$ cat src/rtl/tlc_param_controller.sv
// Parameterised multi-phase traffic-light controller with demand-skipping,
// green extension on continued demand, and a maintenance flashing mode.
module tlc_param_controller #(
   parameter int unsigned NPH     = 4,
   parameter int unsigned TW      = 8,
   parameter int unsigned GP_T    = 30,
   parameter int unsigned GO_T    = 15,
   parameter int unsigned Y_T     = 3,
   parameter int unsigned R_T     = 2,
   parameter int unsigned EXT_T   = 5,
   parameter int unsigned FLASH_T = 1,
   parameter int unsigned MAX_EXT = 3
) (
   input  logic                    clk,
   input  logic                    reset,
   input  logic                    ena,
   input  logic                    peak,
   input  logic                    flash,
   input  logic [NPH-1:0]          sensor,
   output logic [2*NPH-1:0]        TL,
   output logic [$clog2(NPH)-1:0]  cur_phase,
   output logic                    phase_start
);

   localparam int unsigned PW = $clog2(NPH);
   localparam int unsigned EW = (MAX_EXT > 0) ? $clog2(MAX_EXT + 1) : 1;

   typedef enum logic [1:0] {S_ALLRED, S_GREEN, S_YELLOW, S_FLASH} state_e;

   state_e            state_q, state_d;
   logic [TW-1:0]     timer_q, timer_d;
   logic [PW-1:0]     cur_q, cur_d;
   logic [NPH-1:0]    demand_q, demand_d;
   logic [EW-1:0]     ext_q, ext_d;
   logic              peak_l_q, peak_l_d;
   logic              blink_q, blink_d;
   logic              ps_q, ps_d;
   logic [PW-1:0]     nxt;

   // Phase 0 always qualifies, so the search cannot come up empty.
   function automatic logic [PW-1:0] next_phase(input logic [PW-1:0] cur,
                                                input logic pk,
                                                input logic [NPH-1:0] dm);
      logic [PW-1:0] res;
      logic          found;
      int unsigned   p;
      res   = '0;
      found = 1'b0;
      for (int unsigned k = 1; k <= NPH; k++) begin
         p = (32'(cur) + k) % NPH;
         if (!found && (p == 0 || pk || dm[PW'(p)])) begin
            res   = PW'(p);
            found = 1'b1;
         end
      end
      return res;
   endfunction

   always_ff @(posedge clk or negedge reset) begin
      if (!reset) begin
         state_q  <= S_ALLRED;
         timer_q  <= TW'(R_T);
         cur_q    <= PW'(NPH - 1);
         demand_q <= '0;
         ext_q    <= '0;
         peak_l_q <= 1'b0;
         blink_q  <= 1'b1;
         ps_q     <= 1'b0;
      end else begin
         state_q  <= state_d;
         timer_q  <= timer_d;
         cur_q    <= cur_d;
         demand_q <= demand_d;
         ext_q    <= ext_d;
         peak_l_q <= peak_l_d;
         blink_q  <= blink_d;
         ps_q     <= ps_d;
      end
   end

   always_comb begin
      state_d  = state_q;
      timer_d  = timer_q;
      cur_d    = cur_q;
      ext_d    = ext_q;
      peak_l_d = peak_l_q;
      blink_d  = blink_q;
      ps_d     = 1'b0;
      demand_d = demand_q | sensor;
      nxt      = next_phase(cur_q, peak_l_q, demand_q);

      if (flash) begin
         if (state_q != S_FLASH) begin
            state_d = S_FLASH;
            timer_d = TW'(FLASH_T);
            blink_d = 1'b1;
         end else if (ena) begin
            if (timer_q > TW'(1)) begin
               timer_d = timer_q - 1'b1;
            end else begin
               timer_d = TW'(FLASH_T);
               blink_d = ~blink_q;
            end
         end
      end else if (state_q == S_FLASH) begin
         // Parking on the last phase makes phase 0 the next one served.
         state_d = S_ALLRED;
         timer_d = TW'(R_T);
         cur_d   = PW'(NPH - 1);
      end else if (ena) begin
         if (timer_q > TW'(1)) begin
            timer_d = timer_q - 1'b1;
         end else begin
            unique case (state_q)
               S_ALLRED: begin
                  state_d       = S_GREEN;
                  cur_d         = nxt;
                  peak_l_d      = peak;
                  timer_d       = peak ? TW'(GP_T) : TW'(GO_T);
                  ext_d         = '0;
                  demand_d[nxt] = 1'b0;
                  ps_d          = 1'b1;
               end
               S_GREEN: begin
                  if (!peak_l_q && sensor[cur_q] && ext_q < EW'(MAX_EXT)) begin
                     timer_d = TW'(EXT_T);
                     ext_d   = ext_q + 1'b1;
                  end else begin
                     state_d = S_YELLOW;
                     timer_d = TW'(Y_T);
                  end
               end
               S_YELLOW: begin
                  state_d = S_ALLRED;
                  timer_d = TW'(R_T);
               end
               default: ;
            endcase
         end
      end
   end

   always_comb begin
      TL = '0;
      unique case (state_q)
         S_GREEN: begin
            for (int unsigned p = 0; p < NPH; p++)
               if (PW'(p) == cur_q) TL[2*p +: 2] = 2'b10;
         end
         S_YELLOW: begin
            for (int unsigned p = 0; p < NPH; p++)
               if (PW'(p) == cur_q) TL[2*p +: 2] = 2'b01;
         end
         S_FLASH: TL = blink_q ? {NPH{2'b01}} : '1;
         default: ;
      endcase
   end

   assign cur_phase   = cur_q;
   assign phase_start = ps_q;

endmodule

$ cat config.mk
export PLATFORM = sky130hd
export DESIGN_NAME = tlc_param_controller
export DESIGN_NICKNAME = d
export VERILOG_FILES = /design/src/rtl/tlc_param_controller.sv
export SDC_FILE = /design/constraint.sdc
export NUM_CORES = 1
export LEC_CHECK = 0
export BUFFER_PORTS_ARGS = -buffer_cell sky130_fd_sc_hd__buf_2
export CAP_MARGIN = 20
export CORE_ASPECT_RATIO = 2
export CORE_MARGIN = 3
export CORE_UTILIZATION = 53
export CTS_CLUSTER_DIAMETER = 150
export DETAILED_ROUTE_END_ITERATION = 8
export PLACE_DENSITY = 0.76
export SLEW_MARGIN = 20
export SYNTH_ARGS = -nofsm -noshare
export SYNTH_HDL_FRONTEND = slang
export SYNTH_SLANG_ARGS = --single-unit
$ cat constraint.sdc
create_clock -name clk -period 2.6 [get_ports clk]
set_input_delay 0 -clock clk [delete_from_list [all_inputs] [get_ports clk]]
set_output_delay 0 -clock clk [all_outputs]
set_load 0.01 [all_outputs]
### Yosys cells after proc, flatten, opt, wreduce, memory -nomap -nowiden

Index checks and enable logic that the tools add are counted.

* register bits after elaboration: 21
* output and inout port bits: 11

* $add $sub $neg: 6
* order comparisons: 9
* equal/unequal tests: 14
* muxes and demuxes: 65
* bitwise gates (word level): 7
* reductions and logical operators: 37

Operators by type and width (number)
* logical NOT 32 bit: 4
* two-way mux 8 bit: 8
* one-hot mux 8 bit (3 select lines): 2
* two-way mux 2 bit: 19
* two-way mux 1 bit: 21
* two-way mux 4 bit: 5
* less-than comparator 2 x 3 -> 1 bit, second input constant: 6
* binary-select mux 1 bit (select 2 bit): 5
* AND reduction 5 bit: 2
* greater-than comparator 8 x 1 -> 1 bit, second input constant: 1
* logical OR 1 bit: 8
* nonzero test 2 bit: 4
* subtractor 8 x 1 -> 8 bit, second input constant: 1
* adder 2 x 1 -> 2 bit, second input constant: 3
* logical AND 1 bit: 6
* != test 2 bit, second input constant: 3
* != test 3 x 2 -> 1 bit, second input constant: 2
* one-hot mux 2 bit (3 select lines): 1
* AND reduction 3 bit: 2
* AND reduction 6 bit: 1
* nonzero test 6 bit: 1
* two-way mux 5 bit: 1
* nonzero test 5 bit: 1
* adder 2 bit, second input constant: 2
* 19 further kinds: 29

### Longest topological paths before layout

* depth after elaboration: 25
* depth in mapped cells: 8
* mapped depth without buffers: 8

### Least setup slack after synthesis

No wires, ideal clock.

* path kind: reg-to-reg
* start point: register cur_q[0] (netlist: cur_phase[0])
* end point: register demand_q[0]
* data arrival time: 2.455 ns
* required time: 2.474 ns
* path slack: 0.019 ns
* stages on the path, launching flop included: 9
* buffers on the path: 1
* cells stage by stage: dfstp_2 > buf_4 > inv_1 > ha_1 > mux4_2 > nor3_2 > a21boi_1 > o2bb2ai_1 > o32a_1

* longest elaborated chain between the ends: 25
* elaborated cells between the ends (all ways): 49
* classes of those cells: 4 x add/sub; 2 x order compare; 22 x mux; 2 x bitwise; 19 x reduce/logical

Ends and longest elaborated chain
* start: declaration: line 32 `logic [PW-1:0] cur_q, cur_d;`
* start signal: assignment: line 63 `cur_q <= PW'(NPH - 1);`
* start signal: assignment: line 72 `cur_q <= cur_d;`
* adder 2 x 1 -> 2 bit: line 50 `p = (32'(cur) + k) % NPH;`
* logical NOT 32 bit or binary-select mux 1 bit (select 2 bit) (tied branches): line 51 `if (!found && (p == 0 || pk || dm[PW'(p)])) begin`
* logical OR 1 bit or two-way mux 1 bit (tied branches): line 51
* logical OR 1 bit: line 51
* two-way mux 1 bit: line 51
* logical NOT 1 bit: line 51
* logical AND 1 bit: line 51
* two-way mux 1 bit: line 51
* [10 not listed]
* NOT 4 bit (no source line) *
* AND 4 bit (no source line) *
* two-way mux 4 bit *: line 114 `unique case (state_q)`
* two-way mux 4 bit *: line 111 `if (timer_q > TW'(1)) begin`
* two-way mux 4 bit *: line 110 `end else if (ena) begin`
* two-way mux 4 bit *: line 105 `end else if (state_q == S_FLASH) begin`
* two-way mux 4 bit *: line 92 `if (flash) begin`
* net demand_d[0]: line 33 `logic [NPH-1:0] demand_q, demand_d;`
* end signal: assignment: line 73 `demand_q <= demand_d;`
* end: declaration: line 33

The timed path passes the listed nets; every way through them passes the cells marked *. The select of a mux whose other input is x is not followed.
A chain may end at the register's enable or synchronous reset.

### Worst setup path after layout

Same ends and word-level chain as after synthesis.

==> flow_metrics.py <==
metrics = {
    "power_and_ir_drop": {
        "peakVddDrop_v": 0.000827,
        "p_sw_frac": 0.495,
        "pwr-share-clk": 0.086,
        "intPower_mw": 1.27,
        "power.density_cell_area_nw_per_um2": 1230,
        "power_frac_comb": 0.690,
        "power_leakage_nw": 0.898,
        "p_switching_mw": 1.24,
        "seqPwrFrac": 0.223,
    },
    "sta": {
        "worst_slew_pin_slew_ps": 590,
        "finalMaxSlewViolations": 0,
        "fin_ws_ps": 146,
        "finalClockSkew_ps": 2.85,
        "min_period_over_period": 0.944,
        "timing.fmax_mhz": 408,
        "maxSlewHeadroom": 0.603,
        "finalSetupViolCount": 0,
        "rsz0062_at_grt": "no",
        "tns_ps": 0,
        "hold_viol_final": 0,
        "min_period_ps": 2450,
    },
    "grt": {
        "antenna_found_initial": 0,
        "grt_pass1_wl_mm": 7.93,
        "grt_max_degree": 22,
        "grt_usage": 0.259,
        "grt-ovfl-total": 0,
        "grt_pass1_vias": 1763,
    },
    "cts": {
        "cts_made_buffers": 3,
        "htree_levels": 1,
        "cts.sinks": 21,
        "cts_tree": "yes",
        "cts.reportedPaths.clkPinSlew_ps": 80,
        "clk_latency_ps": 260,
        "root_buffer": "clkbuf_8",
        "cts.path.max_buffers": 2,
    },
    "logic_synthesis": {
        "syn-num-nets": 219,
        "synthTopCellsByArea": "dfrtp_1 (24%), ha_1 (9.0%), dfstp_2 (5.8%)",
        "synth_cell_types": 59,
        "syn_area_per_cell_um2": 9.15,
        "ys_warn_count": 0,
        "ys_dominant_reg_cell": "dfrtp_1",
        "synth-seq-cells": 21,
        "netlist_instances": 197,
        "synth-async-reset-ratio": 1.00,
        "synth.top_cell.area_share": 0.236,
        "synth_top_area_cell": "dfrtp_1",
        "synth_area_um2": 1800,
        "ys_seq_area_frac": 0.294,
        "synth_enable_flop_cells": 0,
    },
    "run_status": {
        "outcome": "finished, final reports clean",
    },
    "detailed_routing": {
        "drc": 0,
        "avgRoutedWirePerCell_um": 18.9,
        "first_pass_iters": 4,
        "wl_mm": 4.82,
        "viasPerCell": 6.74,
        "drtAntennaViolNets": 0,
        "vias": 1719,
        "drt-initial-drc-count": 59,
    },
    "cells_and_area": {
        "multi_input_area_um2": 1170,
        "area_growth_pct": 13.0,
        "seqCellArea_um2": 531,
        "n_antenna_cell": 0,
        "fill_cells": 292,
        "layout-drive-gt1-share": 0.254,
        "nNetsFinal": 247,
    },
    "place": {
        "port_buffers": 19,
        "pre_cts_ws_ps": 177,
        "dp_hpwl_mm": 3.70,
        "gp_congestion": 0.895,
    },
    "floorplan": {
        "die_height_um": 88.5,
        "rows": 29,
        "initial_utilization": 0.558,
        "fp.dieW_um": 47.2,
        "ioPinCount": 20,
        "die_area_um2": 4180,
        "core_um2": 3230,
    },
    "setup_path": {
        "critPathLaunchType": "flip-flop",
        "worstPathArrival_ps": 2600,
        "setup.worst_path.end_class": "flip-flop",
        "path_class": "flip-flop to flip-flop",
        "cp.required_ps": 2750,
        "worstPathMaxFanout": 5,
    },
    "hold_path": {
        "min_path_type": "primary input to flip-flop",
    },
    "run": {
        "maxCapViolCount": 0,
    },
}
sequential cells by signal (all words and copies together) (netlist names):
register / flops
phase_start: 1
state_q: 2
ext_q: 2
blink_q: 1
demand_q: 4
cur_phase: 2
timer_q: 8
peak_l_q: 1
worst max-delay path, stage by stage (launching register included):
cell and delay [ps]:
dfstp_2 540, inv_1 90, ha_1 390, mux2_2 350
o22a_1 220, a21boi_1 260, o2bb2ai_1 140, o32a_1 360
power by group through the flow:
stage	Clock, mW	Sequential, mW	Combinational [mW]
floorplan	0	0.568	1.25
global placement	0	0.553	1.62
detailed placement	0	0.564	1.68
CTS	0.220	0.556	1.71
global route	0.242	0.576	1.90
finish	0.217	0.560	1.73
repair_timing:
item / CTS / global route
gates resized for setup: 0 / 1
endpoints found under the hold margin: 19 / 0
buffers inserted: 0 / 0
setup endpoints to repair: 0 / 1
hold buffers: 3 / 0
layout make-up:
cell class,count,area share
multi-input cells,153,0.575
flip-flops and latches,21,0.261
repair buffers,31,0.0947
inverters,15,0.0277
clock buffers,3,0.0203
well taps,31,0.0191
clock inverters,1,0.00246
worst paths after layout:
path	from	endpoint	slack, ps	depth (start not counted)
setup / recovery	cur_phase[0]	demand_q[0]	150	7
hold / removal	sensor[3]	demand_q[3]	20	3
setup reg to reg	cur_phase[0]	demand_q[0]	150	7
hold reg to reg	blink_q	blink_q	500	2
max in group asynchronous	reset	blink_q	2010	2
min in group asynchronous	reset	peak_l_q	230	2
cell usage after synthesis (4+ instances only):
cell type	number
o21ai_0	13
inv_1	14
mux4_2	4
buf_4	4
nor2_1	13
nor4_1	5
a31oi_1	5
nor3_1	8
xor2_1	4
a21oi_1	12
mux2i_1	5
dfstp_2	4
nand2_1	11
dfrtp_1	17
ha_1	13
cells in the final DEF (no fill, tap or decap), types with 2 or more instances in the layout:
cell and count:
a211oi_1 2, a21oi_1 12, a22o_1 2, a31oi_1 5
buf_2 19, buf_4 9, clkbuf_8 3, dfrtp_1 17
dfstp_2 4, dlygate4sd3_1 3, ha_1 13, inv_1 14
mux2_2 3, mux2i_1 5, mux4_2 4, nand2_1 11
nand4_1 2, nor2_1 13, nor2b_1 3, nor3_1 8
nor3_2 2, nor4_1 4, o211ai_1 3, o21ai_0 13
o21ai_1 2, o22a_1 3, o2bb2ai_1 2, o32a_1 3
or2_2 2, or3_1 3, xor2_1 4
kinds of logic (layout without fill, tap and decap cells):
| kind of cell | after synthesis | count (layout) | share of synthesized area |
|---|---|---|---|
| simple gates | 58 | 58 | 0.176 |
| fa+ha+maj | 13 | 13 | 0.0903 |
| compound gates | 66 | 66 | 0.264 |
| buf+inv | 23 | 50 | 0.0590 |
| mux | 12 | 12 | 0.0965 |
| flops | 21 | 21 | 0.294 |
| xor+xnor | 4 | 4 | 0.0194 |
layer usage:
layer | vias up | GRT usage | wire length, um
met4 | 0 | 0.149 | 214
met2 | 61 | 0.482 | 2770
met1 | 829 | 0.245 | 1670
met3 | 27 | 0.0387 | 161
met5 | - | 0 | 0
li1 | 802 | - | -
through the flow:
step                hold slack [ps]   util  std cells  instance area (um2)  power [mW]
finish                         19.9  0.630        255                 2040        2.51
global route                   30.1  0.630        255                 2040        2.72
CTS                            18.6  0.628        255                 2030        2.48
detailed placement            -13.8  0.605        248                 1950        2.25
global placement              -20.0  0.605        248                 1950        2.17
floorplan                      -296      -        197                 1800        1.82
No activity file was read; power rests on OpenSTA's default activity.
